`src/rtl/dot_operand_sequencer.sv`:
```
// -----------------------------------------------------------------------------
// dot_operand_sequencer
//
// Operand fetcher and result writer for a combinational dot-product unit.
// For every (i, j) of R = A * B it assembles row i of A into vec_a and
// column j of B into vec_b. It then captures the unit's dot_in result and
// writes it to R[i][j]. A row of A is read once and reused across all
// columns of B.
//
// Ports
//   clk, rst_n          clock (rising edge), async active-low reset
//   start               begin a full A*B (sampled only while idle)
//   busy, done          run in progress / one-cycle completion pulse
//   rd_req, rd_addr     read request and word address
//   rd_ready            request accepted when rd_req & rd_ready
//   rd_valid, rd_data   read return (at most one request outstanding)
//   vec_a, vec_b        packed operand vectors; element k at [k*DW +: DW]
//   dot_in              dot product of vec_a and vec_b (combinational)
//   wr_en, wr_addr,     write request, address and data; all are held
//   wr_data               stable until accepted
//   wr_ready            write accepted when wr_en & wr_ready
// -----------------------------------------------------------------------------
module dot_operand_sequencer #(
  parameter int N_ROWS     = 4,
  parameter int N_COLS     = 4,
  parameter int M_COLS     = 4,
  parameter int DATA_WIDTH = 32,
  parameter int ADDR_WIDTH = 16,
  parameter int A_BASE     = 0,
  parameter int B_BASE     = 64,
  parameter int R_BASE     = 128
) (
  input  logic                         clk,
  input  logic                         rst_n,
  input  logic                         start,
  output logic                         busy,
  output logic                         done,
  output logic                         rd_req,
  output logic [ADDR_WIDTH-1:0]        rd_addr,
  input  logic                         rd_ready,
  input  logic                         rd_valid,
  input  logic [DATA_WIDTH-1:0]        rd_data,
  output logic [N_COLS*DATA_WIDTH-1:0] vec_a,
  output logic [N_COLS*DATA_WIDTH-1:0] vec_b,
  input  logic [DATA_WIDTH-1:0]        dot_in,
  output logic                         wr_en,
  output logic [ADDR_WIDTH-1:0]        wr_addr,
  output logic [DATA_WIDTH-1:0]        wr_data,
  input  logic                         wr_ready
);

  localparam int IW = (N_ROWS > 1) ? $clog2(N_ROWS) : 1;
  localparam int JW = (M_COLS > 1) ? $clog2(M_COLS) : 1;
  localparam int KW = (N_COLS > 1) ? $clog2(N_COLS) : 1;

  localparam logic [2:0] S_IDLE    = 3'd0;
  localparam logic [2:0] S_LOAD_A  = 3'd1;
  localparam logic [2:0] S_LOAD_B  = 3'd2;
  localparam logic [2:0] S_CAPTURE = 3'd3;
  localparam logic [2:0] S_WRITE   = 3'd4;
  localparam logic [2:0] S_DONE    = 3'd5;

  logic [2:0]                   state_q, state_d;
  logic [IW-1:0]                i_q, i_d;
  logic [JW-1:0]                j_q, j_d;
  logic [KW-1:0]                k_q, k_d;
  logic                         pend_q, pend_d;  // a read is accepted, data not yet back
  logic [N_COLS*DATA_WIDTH-1:0] vec_a_q, vec_a_d;
  logic [N_COLS*DATA_WIDTH-1:0] vec_b_q, vec_b_d;
  logic [ADDR_WIDTH-1:0]        wr_addr_q, wr_addr_d;
  logic [DATA_WIDTH-1:0]        wr_data_q, wr_data_d;

  logic                         loading;
  logic                         k_last;
  logic [ADDR_WIDTH-1:0]        a_addr, b_addr, r_addr;

  assign a_addr = ADDR_WIDTH'(A_BASE) + ADDR_WIDTH'(i_q) * ADDR_WIDTH'(N_COLS) + ADDR_WIDTH'(k_q);
  assign b_addr = ADDR_WIDTH'(B_BASE) + ADDR_WIDTH'(k_q) * ADDR_WIDTH'(M_COLS) + ADDR_WIDTH'(j_q);
  assign r_addr = ADDR_WIDTH'(R_BASE) + ADDR_WIDTH'(i_q) * ADDR_WIDTH'(M_COLS) + ADDR_WIDTH'(j_q);

  assign loading = (state_q == S_LOAD_A) || (state_q == S_LOAD_B);
  assign k_last  = (k_q == KW'(N_COLS - 1));

  // The request is raised only when nothing is outstanding. The address is
  // a function of i/j/k, which hold until the data returns, so it remains
  // stable while the request is stalled.
  assign rd_req  = loading && !pend_q;
  assign rd_addr = !rd_req ? '0 : ((state_q == S_LOAD_A) ? a_addr : b_addr);

  assign busy    = (state_q != S_IDLE) && (state_q != S_DONE);
  assign done    = (state_q == S_DONE);
  assign wr_en   = (state_q == S_WRITE);
  assign wr_addr = wr_addr_q;
  assign wr_data = wr_data_q;
  assign vec_a   = vec_a_q;
  assign vec_b   = vec_b_q;

  always_comb begin
    // NOTE: every combinational target gets a default first, so no path leaves it unassigned (no latch).
    state_d   = state_q;
    i_d       = i_q;
    j_d       = j_q;
    k_d       = k_q;
    pend_d    = pend_q;
    vec_a_d   = vec_a_q;
    vec_b_d   = vec_b_q;
    wr_addr_d = wr_addr_q;
    wr_data_d = wr_data_q;

    case (state_q)
      S_IDLE: begin
        if (start) begin
          state_d = S_LOAD_A;
          i_d     = '0;
          j_d     = '0;
          k_d     = '0;
        end
      end

      S_LOAD_A, S_LOAD_B: begin
        if (!pend_q) begin
          if (rd_ready) pend_d = 1'b1;
        end else if (rd_valid) begin
          // rd_valid counts only while a request is outstanding.
          pend_d = 1'b0;
          if (state_q == S_LOAD_A) vec_a_d[int'(k_q)*DATA_WIDTH +: DATA_WIDTH] = rd_data;
          else                     vec_b_d[int'(k_q)*DATA_WIDTH +: DATA_WIDTH] = rd_data;
          if (k_last) begin
            k_d     = '0;
            state_d = (state_q == S_LOAD_A) ? S_LOAD_B : S_CAPTURE;
          end else begin
            k_d = k_q + KW'(1);
          end
        end
      end

      // Both vectors are complete and hold here, so dot_in is settled.
      S_CAPTURE: begin
        wr_data_d = dot_in;
        wr_addr_d = r_addr;
        state_d   = S_WRITE;
      end

      S_WRITE: begin
        if (wr_ready) begin
          if (j_q != JW'(M_COLS - 1)) begin
            j_d     = j_q + JW'(1);
            state_d = S_LOAD_B;  // vec_a already holds row i
          end else begin
            j_d = '0;
            if (i_q != IW'(N_ROWS - 1)) begin
              i_d     = i_q + IW'(1);
              state_d = S_LOAD_A;
            end else begin
              state_d = S_DONE;
            end
          end
        end
      end

      S_DONE:  state_d = S_IDLE;
      default: state_d = S_IDLE;
    endcase
  end

  // NOTE: the operand vectors are output registers, not RAM, so they are reset with the rest.
  always_ff @(posedge clk or negedge rst_n) begin
    if (!rst_n) begin
      state_q   <= S_IDLE;
      i_q       <= '0;
      j_q       <= '0;
      k_q       <= '0;
      pend_q    <= 1'b0;
      vec_a_q   <= '0;
      vec_b_q   <= '0;
      wr_addr_q <= '0;
      wr_data_q <= '0;
    end else begin
      // NOTE: non-blocking updates let every register sample pre-edge values.
      state_q   <= state_d;
      i_q       <= i_d;
      j_q       <= j_d;
      k_q       <= k_d;
      pend_q    <= pend_d;
      vec_a_q   <= vec_a_d;
      vec_b_q   <= vec_b_d;
      wr_addr_q <= wr_addr_d;
      wr_data_q <= wr_data_d;
    end
  end

endmodule
```
`config.mk`:
```
export PLATFORM = sky130hd
export DESIGN_NAME = dot_operand_sequencer
export DESIGN_NICKNAME = d
export VERILOG_FILES = /design/src/rtl/dot_operand_sequencer.sv
export SDC_FILE = /design/constraint.sdc
export NUM_CORES = 1
export LEC_CHECK = 0
export CAP_MARGIN = 20
export CORE_ASPECT_RATIO = 0.7
export CORE_MARGIN = 2
export CORE_UTILIZATION = 45
export DETAILED_ROUTE_END_ITERATION = 6
export PLACE_DENSITY = 0.78
export SLEW_MARGIN = 20
export SYNTH_ARGS = -nofsm -noshare
export SYNTH_HDL_FRONTEND = slang
export SYNTH_SLANG_ARGS = --single-unit
```
`constraint.sdc`:
```
create_clock -name clk -period 2.4 [get_ports clk]
set_input_delay 0.72 -clock clk [delete_from_list [all_inputs] [get_ports clk]]
set_output_delay 0.72 -clock clk [all_outputs]
set_load 0.01 [all_outputs]
```
==> results.py <==
metrics = {
    "floorplanning": {
        "fp.dieH_um": 147,
        "die_area_mm2": 0.0307,
        "initial_core_util_pct": 45.6,
        "ios": 394,
        "die_w_um": 209,
        "rows": 52,
        "coreArea_mm2": 0.0289,
    },
    "grt": {
        "grt_max_degree": 82,
        "grt_pass1_wl_um": 58900,
        "gr-total-overflow": 0,
        "grt.total_usage_pct": 25.4,
        "grt_pass1_vias": 9248,
        "antenna_found_initial": 1,
    },
    "detailed_routing": {
        "firstDrtPassIters": 5,
        "avgRoutedWirePerCell_um": 23.2,
        "routed_wl_um": 38900,
        "drt_iter0_markers": 554,
        "drc": 0,
        "antenna_left": 0,
        "vias_per_cell": 5.29,
        "via_count": 8855,
    },
    "critical_path": {
        "worstPathArrival_ns": 1.66,
        "crit_path_end_kind": "primary output",
        "crit_type": "flip-flop to primary output",
        "startpoint_type": "flip-flop",
        "required_ns": 1.68,
        "rrSetupSlack_ns": 0.31,
        "path_max_fanout": 6,
    },
    "synthesis": {
        "synthArstFlopShare_pct": 100,
        "syn-instance-count": 858,
        "synth_area_leaders": "dfrtp_1, mux2_4, and2_1",
        "ys.warnings.count": 0,
        "synth-seq-area-share_pct": 57.5,
        "post-synth-top-area-fraction_pct": 57.5,
        "ys_types": 41,
        "avgSynthCellArea_um2": 15.4,
        "synth.largest_area_cell": "dfrtp_1",
        "ys_ff_latch": 303,
        "syn_area_mm2": 0.0132,
        "synth_flop_cell": "dfrtp_1",
        "synth_edf_count": 0,
    },
    "timing": {
        "post-route-min-period_ns": 2.38,
        "rsz0062_at_grt": "true",
        "finClkSkew_ns": 0.00711,
        "period_share_pct": 99.1,
        "finalHoldViolations": 0,
        "setup_tns_ns": 0,
        "drv_slew": 0,
        "slew_headroom_pct": 39.7,
        "finalSetupViolations": 0,
        "setup_ws_ns": 0.0210,
        "max_freq_mhz": 420,
        "tightest_slew_ns": 0.900,
    },
    "layout": {
        "drive_gt1_share_pct": 30.0,
        "multi_input_area_mm2": 0.00517,
        "seq_area_mm2": 0.00758,
        "nFillCells": 2116,
        "nets": 1351,
        "utilization_pct": 65.2,
        "diodes": 0,
        "area_growth_pct": 42.8,
    },
    "placed_design": {
        "io_buffers": 371,
        "place_congestion": 0.847,
        "dpl_worst_slack_ns": -0.190,
        "dp_hpwl_um": 27600,
    },
    "clocking": {
        "cts_sinks": 303,
        "cts_buffers": 29,
        "clockRootBuffer": "clkbuf_16",
        "worstSkewPairLatency_ns": 0.55,
        "cts_tree": "done",
        "clock_path_buffers": 3,
        "hold_buffers": 0,
        "clk_pin_slew_ns": 0.07,
        "h-tree-depth": 1,
    },
    "pwr": {
        "power_density_mw_per_mm2": 995,
        "irDropWorstVdd_mv": 0.661,
        "p_leak_nw": 8.60,
    },
    "worst_hold_path": {
        "hold_path_class": "primary input to async pin",
    },
    "job": {
        "max_cap_violations": 0,
    },
    "outcome": {
        "status": "finished, final reports clean",
    },
}
[stage by stage]
step / power, mW / cells / area, um2 / hold slack (ns)
6_report: 18.7 / 1673 / 18800 / 0.0564
3_3_place_gp: 13.6 / 1618 / 17700 / 0.451
4_1_cts: 18.8 / 1672 / 18800 / 0.0477
3_5_place_dp: 13.7 / 1618 / 17700 / 0.458
5_1_grt: 19.6 / 1673 / 18800 / 0.0644
2_1_floorplan: 10.0 / 879 / 13300 / 0.424
[worst max-delay path: stages, from the launching register on]
cell and delay, ns:
dfrtp_1 0.41, buf_6 0.16, inv_4 0.06, nor2_2 0.04, or3_4 0.32, buf_6 0.13
[report_power, final]
group / internal (mW) / total [mW] / switching [mW] / leakage (nW)
clock network: 2.98 / 4.95 / 1.98 / 0.505
logic: 3.96 / 6.78 / 2.82 / 4.00
registers: 6.26 / 7.01 / 0.752 / 4.10
[cells in the final DEF, fill, tap and decap left out, types with 3 or more instances in the layout]
cell type / instances
buf_4: 42
nand2_1: 5
ha_1: 6
clkdlybuf4s50_1: 361
nand3b_1: 4
nor2_1: 8
mux2_2: 49
and3_4: 5
dfrtp_1: 302
a22o_1: 66
nor3b_2: 3
and2_1: 97
clkinv_2: 6
conb_1: 22
mux2i_1: 6
clkbuf_16: 29
nor2_4: 3
bufinv_16: 6
buf_6: 3
buf_12: 26
clkbuf_8: 4
inv_1: 6
mux2_4: 180
buf_2: 7
a21oi_1: 4
o21ai_0: 5
[cells in the mapped netlist (all sizes together) (2+ instances only)]
cell type	instances
nand3	3
nor2b	2
nor3	2
mux2	229
and2	99
ha	6
buf	60
nand2	6
and3	6
o21ai	5
inv	7
mux2i	6
nor2	12
a22o	66
or2	2
nand3b	4
a21oi	4
a22oi	4
nor3b	3
clkbuf	16
dfrtp	303
[per-layer routing]
metal  up-vias  GRT usage [%]  part of all wire (%)
li1       3817              -                     -
met1      4598           35.1                    44
met2       382           39.2                    45
met3        58           7.87                   8.4
met4         0           6.36                   2.2
met5         -              0                     0
[path summary, 6_finish.rpt]
kind,from,end,depth (start not counted)
worst max-delay path,state_q[0],busy,5
worst min-delay path,rst_n,vec_b[28],1
worst max register to register,k_q[1],vec_b[95],6
worst min register to register,wr_addr[7],wr_addr[7],1
max in group asynchronous,rst_n,vec_a[20],2
min in group clk,wr_addr[7],wr_addr[7],1
[state kept, by name, summed over array words and instances, names as in the netlist]
signal	count
wr_data	32
wr_addr	5
pend_q	1
k_q	2
j_q	2
i_q	2
vec_a	128
vec_b	128
state_q	3
[timing repair]
| action | CTS | global route |
|---|---|---|
| gates resized for setup | 48 | 9 |
| pin swaps | 2 | 2 |
| setup buffers | 3 | 1 |
| setup endpoints to repair | 9 | 9 |
[cell families (layout without fill, tap and decap cells)]
group           Yosys count  after routing  synth area share (%)
compound gates           84             84                  5.25
xor+xnor                  1              1                0.0664
fa+ha+maj                 6              6                 0.569
buf+inv                  83            499                  4.62
flops                   303            303                  57.5
mux                     235            235                  25.1
other cells               1             22                0.0284
simple gates            145            145                  6.83
[area by class of cell]
class                           instances  area share [%]
Inverter                                7           0.153
Tap cell                              378            2.51
Multi-Input combinational cell        493            27.5
Clock inverter                         16            1.29
Sequential cell                       303            40.3
Timing Repair Buffer                  441            24.1
Clock buffer                           35            4.19
Note: power is estimated with default switching activity, not from simulation.
